[src/rtl/calculator_keypad_ctrl_pkg.sv]
// calc_pkg: constants shared by the keypad controller, calculator_screen
// and the ALU.
//   GRID_COLS/GRID_ROWS : on-screen key grid size (6x4)
//   OP_ADD..OP_OR       : operation codes carried on `op`
//   KEY_*               : key indices, k = pos_y*GRID_COLS + pos_x
//   calc_state_t        : entry-controller states
package calc_pkg;

    localparam int GRID_COLS = 6;
    localparam int GRID_ROWS = 4;

    localparam logic [2:0] OP_ADD = 3'd0;
    localparam logic [2:0] OP_SUB = 3'd1;
    localparam logic [2:0] OP_MUL = 3'd2;
    localparam logic [2:0] OP_AND = 3'd3;
    localparam logic [2:0] OP_OR  = 3'd4;

    localparam logic [4:0] KEY_OP_FIRST = 5'd16;
    localparam logic [4:0] KEY_OP_LAST  = 5'd20;
    localparam logic [4:0] KEY_CE       = 5'd21;
    localparam logic [4:0] KEY_CLR      = 5'd22;
    localparam logic [4:0] KEY_EXE      = 5'd23;

    typedef enum logic [1:0] {
        ENTER_OP1   = 2'd0,
        ENTER_OP2   = 2'd1,
        SHOW_RESULT = 2'd2
    } calc_state_t;

endpackage

[src/rtl/calculator_keypad_ctrl_btn_edge_detect.sv]
// btn_edge_detect: rising-edge detector for WIDTH debounced button levels.
//   clk, rst_n : clock, asynchronous active-low reset
//   i_lvl      : button levels
//   o_rise     : one-cycle pulse per 0->1 transition (combinational from i_lvl)
module btn_edge_detect #(
    parameter int WIDTH = 5
) (
    input  logic             clk,
    input  logic             rst_n,
    input  logic [WIDTH-1:0] i_lvl,
    output logic [WIDTH-1:0] o_rise
);

    logic [WIDTH-1:0] r_prev;
    // Cleared by reset and set on the first clock afterwards. While clear,
    // edges are masked so that a button already held when reset releases
    // only loads r_prev and never acts.
    logic             r_armed;

    always_ff @(posedge clk or negedge rst_n) begin
        if (!rst_n) begin
            r_prev  <= '0;
            r_armed <= 1'b0;
        end else begin
            r_prev  <= i_lvl;
            r_armed <= 1'b1;
        end
    end

    assign o_rise = r_armed ? (i_lvl & ~r_prev) : '0;

endmodule

[src/rtl/calculator_keypad_ctrl.sv]
// calculator_keypad_ctrl: cursor and operand-entry controller in front of
// calculator_screen.
//   clk, rst_n                      : clock, async active-low reset
//   btn_u/d/l/r/c                   : debounced button levels (edge-acted)
//   mode                            : 0 = decimal entry, 1 = hex entry
//   result                          : ALU result (combinational from op/op1/op2)
//   pos_x, pos_y                    : cursor column/row
//   op, op1, op2                    : selected operation and operands
//   input_screen                    : entry display value
//   exe                             : one-cycle execute strobe
module calculator_keypad_ctrl
    import calc_pkg::*;
#(
    parameter int MAX_DIGITS = 4
) (
    input  logic        clk,
    input  logic        rst_n,
    input  logic        btn_u,
    input  logic        btn_d,
    input  logic        btn_l,
    input  logic        btn_r,
    input  logic        btn_c,
    input  logic        mode,
    input  logic [15:0] result,
    output logic [2:0]  pos_x,
    output logic [1:0]  pos_y,
    output logic [2:0]  op,
    output logic [15:0] op1,
    output logic [15:0] op2,
    output logic [15:0] input_screen,
    output logic        exe
);

    localparam int CW = $clog2(MAX_DIGITS + 1);

    logic [4:0]    w_rise;  // {c, u, d, l, r}
    calc_state_t   r_state, w_state;
    logic [2:0]    r_pos_x, w_pos_x, r_op, w_op;
    logic [1:0]    r_pos_y, w_pos_y;
    logic [15:0]   r_op1, w_op1, r_op2, w_op2;
    logic [CW-1:0] r_cnt, w_cnt;
    logic          r_exe, w_exe;
    logic [4:0]    w_key;
    logic          w_is_digit, w_is_op, w_room;

    btn_edge_detect #(.WIDTH(5)) u_edge (
        .clk    (clk),
        .rst_n  (rst_n),
        .i_lvl  ({btn_c, btn_u, btn_d, btn_l, btn_r}),
        .o_rise (w_rise)
    );

    assign w_key      = {3'b000, r_pos_y} * 5'd6 + {2'b00, r_pos_x};
    assign w_is_digit = (w_key < 5'd16) && (mode || w_key < 5'd10);
    assign w_is_op    = (w_key >= KEY_OP_FIRST) && (w_key <= KEY_OP_LAST);
    assign w_room     = r_cnt < CW'(MAX_DIGITS);

    always_ff @(posedge clk or negedge rst_n) begin
        if (!rst_n) begin
            r_state <= ENTER_OP1;
            r_pos_x <= '0;
            r_pos_y <= '0;
            r_op    <= OP_ADD;
            r_op1   <= '0;
            r_op2   <= '0;
            r_cnt   <= '0;
            r_exe   <= 1'b0;
        end else begin
            r_state <= w_state;
            r_pos_x <= w_pos_x;
            r_pos_y <= w_pos_y;
            r_op    <= w_op;
            r_op1   <= w_op1;
            r_op2   <= w_op2;
            r_cnt   <= w_cnt;
            r_exe   <= w_exe;
        end
    end

    // One action per cycle; the if/else chain encodes priority C > U > D > L > R.
    always_comb begin
        w_state = r_state;
        w_pos_x = r_pos_x;
        w_pos_y = r_pos_y;
        w_op    = r_op;
        w_op1   = r_op1;
        w_op2   = r_op2;
        w_cnt   = r_cnt;
        w_exe   = 1'b0;
        if (w_rise[4]) begin
            if (w_key == KEY_CLR || (r_state == SHOW_RESULT && w_key == KEY_CE)) begin
                w_state = ENTER_OP1;
                w_op    = OP_ADD;
                w_op1   = '0;
                w_op2   = '0;
                w_cnt   = '0;
            end else begin
                case (r_state)
                    ENTER_OP1: begin
                        if (w_is_digit) begin
                            if (w_room) begin
                                w_op1 = {r_op1[11:0], w_key[3:0]};
                                w_cnt = r_cnt + 1'b1;
                            end
                        end else if (w_is_op) begin
                            w_op    = 3'(w_key - KEY_OP_FIRST);
                            w_op2   = '0;
                            w_cnt   = '0;
                            w_state = ENTER_OP2;
                        end else if (w_key == KEY_CE) begin
                            w_op1 = '0;
                            w_cnt = '0;
                        end
                    end
                    ENTER_OP2: begin
                        if (w_is_digit) begin
                            if (w_room) begin
                                w_op2 = {r_op2[11:0], w_key[3:0]};
                                w_cnt = r_cnt + 1'b1;
                            end
                        end else if (w_is_op) begin
                            w_op = 3'(w_key - KEY_OP_FIRST);
                        end else if (w_key == KEY_CE) begin
                            w_op2 = '0;
                            w_cnt = '0;
                        end else if (w_key == KEY_EXE) begin
                            w_exe   = 1'b1;
                            w_state = SHOW_RESULT;
                        end
                    end
                    SHOW_RESULT: begin
                        if (w_is_digit) begin
                            w_op1   = {12'h000, w_key[3:0]};
                            w_op2   = '0;
                            w_cnt   = CW'(1);
                            w_state = ENTER_OP1;
                        end else if (w_is_op) begin
                            // Chaining: the previous result becomes the new left operand.
                            w_op1   = result;
                            w_op    = 3'(w_key - KEY_OP_FIRST);
                            w_op2   = '0;
                            w_cnt   = '0;
                            w_state = ENTER_OP2;
                        end else if (w_key == KEY_EXE) begin
                            w_exe = 1'b1;
                        end
                    end
                    default: w_state = ENTER_OP1;
                endcase
            end
        end else if (w_rise[3]) begin
            w_pos_y = (r_pos_y == 2'd0) ? 2'(GRID_ROWS - 1) : r_pos_y - 1'b1;
        end else if (w_rise[2]) begin
            w_pos_y = (r_pos_y == 2'(GRID_ROWS - 1)) ? 2'd0 : r_pos_y + 1'b1;
        end else if (w_rise[1]) begin
            w_pos_x = (r_pos_x == 3'd0) ? 3'(GRID_COLS - 1) : r_pos_x - 1'b1;
        end else if (w_rise[0]) begin
            w_pos_x = (r_pos_x == 3'(GRID_COLS - 1)) ? 3'd0 : r_pos_x + 1'b1;
        end
    end

    assign pos_x = r_pos_x;
    assign pos_y = r_pos_y;
    assign op    = r_op;
    assign op1   = r_op1;
    assign op2   = r_op2;
    assign exe   = r_exe;

    always_comb begin
        case (r_state)
            ENTER_OP2:   input_screen = r_op2;
            SHOW_RESULT: input_screen = result;
            default:     input_screen = r_op1;
        endcase
    end

endmodule

[config.mk]
export PLATFORM = sky130hd
export DESIGN_NAME = calculator_keypad_ctrl
export DESIGN_NICKNAME = d
export VERILOG_FILES = /design/src/rtl/calculator_keypad_ctrl_pkg.sv /design/src/rtl/calculator_keypad_ctrl_btn_edge_detect.sv /design/src/rtl/calculator_keypad_ctrl.sv
export SDC_FILE = /design/constraint.sdc
export NUM_CORES = 1
export LEC_CHECK = 0
export ABC_AREA = 1
export BUFFER_PORTS_ARGS = -buffer_cell sky130_fd_sc_hd__buf_2
export CAP_MARGIN = 20
export CORE_MARGIN = 5
export CORE_UTILIZATION = 56
export DETAILED_ROUTE_END_ITERATION = 16
export PLACE_DENSITY_LB_ADDON = 0.3
export SLEW_MARGIN = 10
export SYNTH_ARGS = -nofsm -noshare
export SYNTH_HDL_FRONTEND = slang
export SYNTH_SLANG_ARGS = --single-unit
[constraint.sdc]
create_clock -name clk -period 3 [get_ports clk]
set_clock_uncertainty 0.2 [all_clocks]
set_input_delay 0.9 -clock clk [delete_from_list [all_inputs] [get_ports clk]]
set_output_delay 0.9 -clock clk [all_outputs]
set_load 0.05 [all_outputs]
[Word-level counts from Yosys, hierarchy flattened]
Index checks and enable logic that the tools add are counted.
Storage, ports and cells
  register bits after elaboration: 52
  input port bits: 24
  output and inout port bits: 57
  logic and storage cells: 127
Operators by class
  add/subtract/negate cells: 7
  multiply operators: 1
  order comparisons: 5
  equality and inequality tests: 20
  multiplexer cells: 57
  bitwise gates (word level): 5
  reductions and logical operators: 22
Operators with widths (number)
  16-bit 2-to-1 mux: 13
  16-bit one-hot mux with 2 select lines: 2
  3-bit 2-to-1 mux: 17
  16-bit one-hot mux with 3 select lines: 1
  2-bit 2-to-1 mux: 12
  4-bit inequality test (second input constant): 6
  6-bit AND reduction: 3
  5-bit equality test (second input constant): 3
  3-bit inequality test (second input constant): 5
  4-bit AND reduction: 3
  3-bit one-hot mux with 3 select lines: 1
  1-bit 2-to-1 mux: 8
  2-bit nonzero test: 4
  3-bit by 1-bit adder with 3-bit output (second input constant): 2
  2-bit one-hot mux with 3 select lines: 1
  3-bit by 1-bit subtractor with 3-bit output (second input constant): 2
  5-bit by 3-bit adder with 5-bit output: 1
  5-bit bitwise AND: 1
  5-bit >= comparator (second input constant): 1
  5-bit less-or-equal comparator (second input constant): 1
  5-bit by 4-bit less-than comparator with 1-bit output (second input constant): 1
  5-bit less-than comparator (second input constant): 1
  5-bit 2-to-1 mux: 1
  5-bit NOT: 1
  19 further kinds: 26

[Depth between registers and ports, before layout]
  depth in word-level cells: 10
  mapped depth: 18
  gate-level depth less buffers: 17

[Modules after synthesis]
A second synthesis with hierarchy kept.
Unflattened totals
  cell total of the unflattened synthesis: 543
  area, all modules: 3686.0 um^2
By module, submodules not included
  calculator_keypad_ctrl: instances 1, cells an instance 526, area each 3494.6 um^2, sequential area each 1151.1 um^2
  btn_edge_detect: instances 1, cells an instance 17, area each 191.4 um^2, sequential area each 150.1 um^2

[Least setup slack after synthesis]
OpenSTA, ideal clock, no wires.
  path type: register to output
  start point: register r_state[1]
  end point: output port input_screen[4]
  arrival: 2397 ps
  data required time: 1900 ps
  setup slack: -497 ps
  stages on the path, launching flop included: 8
  buffers on the path: 3
  cells stage by stage: dfrtp_1 -> inv_1 -> ha_1 -> clkbuf_1 -> clkbuf_1 -> clkbuf_1 -> nor2_1 -> a31oi_1
Between the ends
  longest elaborated chain between the ends: 2
  elaborated cells on any way between the ends: 3
  those cells by class: eq/ne: 2; mux: 1
RTL lines
  start, declared: line calculator_keypad_ctrl.sv:37  | calc_state_t r_state, w_state;
  start signal, assigned: line calculator_keypad_ctrl.sv:69  | r_state <= w_state;
  2-bit equality test / 2-bit by 1-bit equality test with 1-bit output (equally long branches): line calculator_keypad_ctrl.sv:170  | case (r_state)
  16-bit one-hot mux with 2 select lines (*): line calculator_keypad_ctrl.sv:170
  end, declared: line calculator_keypad_ctrl.sv:30  | output logic [15:0] input_screen,
Mark *: on every way between the ends. The rest lies on a longest branch, timed or not.

[Worst setup path in the final report]
  start point: register r_state[1]
  end point: output port input_screen[13]
Same word-level chain as after synthesis.

==> qor.yml <==
layout_fillers: 539
regToRegEndpoint: "op1[10]"
result_of_the_run: "finished, final reports clean"
top_level_ports: 81
final_common_cell: "sky130_fd_sc_hd__nand2_1"
globalplace.congestion: 0.977
clock_insertion_delay_worst_skew_ns: 0.31
finalHoldViolations: 0
timing.fmax_mhz: 339
layout_cells_sized_above_1_pct: 29.1
final_critical_period_ns: 2.95
tritoncts: "built"
syn_to_final_growth_pct: 26.3
min-delay-path-class: "reg2reg"
yosys_register_bits: 52
period_share_pct: 98.4
cap_viol_max_count: 0
nNetsFinal: 682
portBuffers: 80
wire_length_of_the_first_global_routing_pass_mm: 18.5
worst_rel_slew_slack_pct: 57.0
cp.required_ns: 1.90
grt_use_total_pct: 26.5
dp.final_hpwl_mm: 8.32
ff2ff_setup_slack_ns: 0.15
initial_core_util_pct: 57.3
cts-root-to-sink-buffers: 2
die_w_um: 93.2
edff_count_synth: 0
critical_path.startpoint_type: "register"
area_of_the_multi_input_gates_um2: 2450
cts-buffers-inserted: 5
grt.overflow.total: 0
timing.critical_path.arrival_ns: 1.85
average_wire_length_per_cell_after_detail_routing_um: 16.3
most_used_dff_post_synth: "sky130_fd_sc_hd__dfrtp_1"
critical_path_maximum_fanout: 8
r2r-start: "pos_y[0]"
root_buffer: "sky130_fd_sc_hd__clkbuf_8"
final.setup.tns_ns: 0
synth_async_sr_flop_share_pct: 100
die-area_um2: 8680
dr_total_vias: 4204
avgSynthCellArea_um2: 6.87
drt_wl_total_mm: 11.8
antenna-diode-count: 0
grt_start_max_net_pins: 32
layout.cells.most_common_list: "190 x sky130_fd_sc_hd__nand2_1, 64 x sky130_fd_sc_hd__buf_2, 54 x sky130_fd_sc_hd__nand3_1"
crit_end: "input_screen[13]"
core_region_area_um2: 6760
synth_area_um2: 3870
antenna_violations_before_repair: 0
detail_route.first_pass.iterations: 5
numClockSinks: 52
critical_path.endpoint_type: "primary output"
finalSetupViolations: 0
stdcell_count: 726
synth-seq-area-share_pct: 33.6
timing_worst_setup_path_type: "reg2out"
timing.final.ws_setup_ns: 0.0467
reg2reg_depth: 13
numPlacedInstances: 711
syn_nets: 601
cts-htree-levels: 2
floorplan.rows: 30
drc_errors: 0
synth_cell_types: 36
area.sequential_um2: 1310
cts_hold_repair.buffers: 0
place_worst_setup_slack_ns: -0.0468
worst_setup_hold_path_clk_slew_ns: 0.10
ant_nets: 0
vertical_extent_of_the_die_um: 93.2
first_global_vias: 3845
avgViaCountPerCell: 5.79
synth.yosys.warnings: 0
slew_violations: 0
worst_slew_pin_slew_ns: 0.646
crit_start: "r_state[1]"
synthesis.instances: 564
drtIter0Drc: 322
==> per-stage QoR <==
stage               area [µm²]  hold WS, ns  utilization (%)
floorplan                 4040        0.274                -
global placement          4540        0.271             67.1
detailed placement        4540        0.278             67.1
CTS                       4780        0.303             70.8
global route              4890        0.341             72.4
finish                    4890        0.304             72.4
==> critical path, stage by stage (launching register included) <==
cell and delay, ns:
sky130_fd_sc_hd__dfrtp_2 0.42, sky130_fd_sc_hd__inv_2 0.08, sky130_fd_sc_hd__ha_4 0.34, sky130_fd_sc_hd__nand2_1 0.08
sky130_fd_sc_hd__inv_2 0.12, sky130_fd_sc_hd__nand2_1 0.15, sky130_fd_sc_hd__o211ai_1 0.12, sky130_fd_sc_hd__buf_4 0.22
==> per-layer routing <==
metal | part of all wire [%] | track usage [%] | vias to the layer above
met5 | 0 | 0 | -
met4 | 2.3 | 7.81 | 0
met3 | 7.7 | 3.78 | 31
met2 | 48 | 44.9 | 218
met1 | 42 | 35.2 | 1945
li1 | - | - | 2010
==> final cells by class <==
type,count,share of cell area (%)
multi-input combinational,432,50.2
sequential,52,26.7
timing repair buffer,101,14.3
inverter,53,4.30
tap,80,2.05
clock buffer,6,1.69
clock inverter,2,0.793
==> cell usage after synthesis (all sizes together) (5+ instances only) <==
cell    instances  area (µm²)
a21oi          25         133
a31oi          13        81.3
o211ai          5        37.5
ha             12         150
buf            22         124
o21ai          15        78.8
clkbuf          6        22.5
nor2           45         191
nand3          62         373
inv            52         203
nand2         217         923
dfrtp          52        1300
nand4          29         181
==> worst min-delay path by stage <==
stage	cells past startpoint	start	to
2_1_floorplan	2	r_cnt[1]	r_cnt[1]
3_3_place_gp	2	op[2]	op[2]
3_5_place_dp	2	op[2]	op[2]
4_1_cts	2	op[2]	op[2]
5_1_grt	2	op[1]	op[1]
6_report	2	op1[13]	op1[13]
==> cell families (layout without fill, tap and decap cells) <==
kind of cell | after synthesis | after routing | synth area share, %
simple gates | 355 | 356 | 43.4
buf+inv | 81 | 162 | 9.11
compound gates | 61 | 61 | 9.18
flops | 52 | 52 | 33.6
fa+ha+maj | 13 | 13 | 4.39
other cells | 1 | 1 | 0.0968
xor+xnor | 1 | 1 | 0.226
==> flip-flops by register name, summed over array words and instances, names as in the netlist <==
name            count
u_edge.r_armed      1
op                  3
pos_y               2
r_cnt               3
op2                16
pos_x               3
op1                16
exe                 1
u_edge.r_prev       5
r_state             2
==> what timing repair did <==
| action | in CTS | in global routing |
|---|---|---|
| setup buffers | 1 | 4 |
| pin swaps | 1 | 5 |
| endpoints found under the setup margin | 40 | 55 |
| cloned | 1 | 1 |
| resized for setup | 30 | 14 |
Power is left out: the tool's default activity adds up to more than one toggle a clock period on the data nets, which glitch-free logic cannot reach.
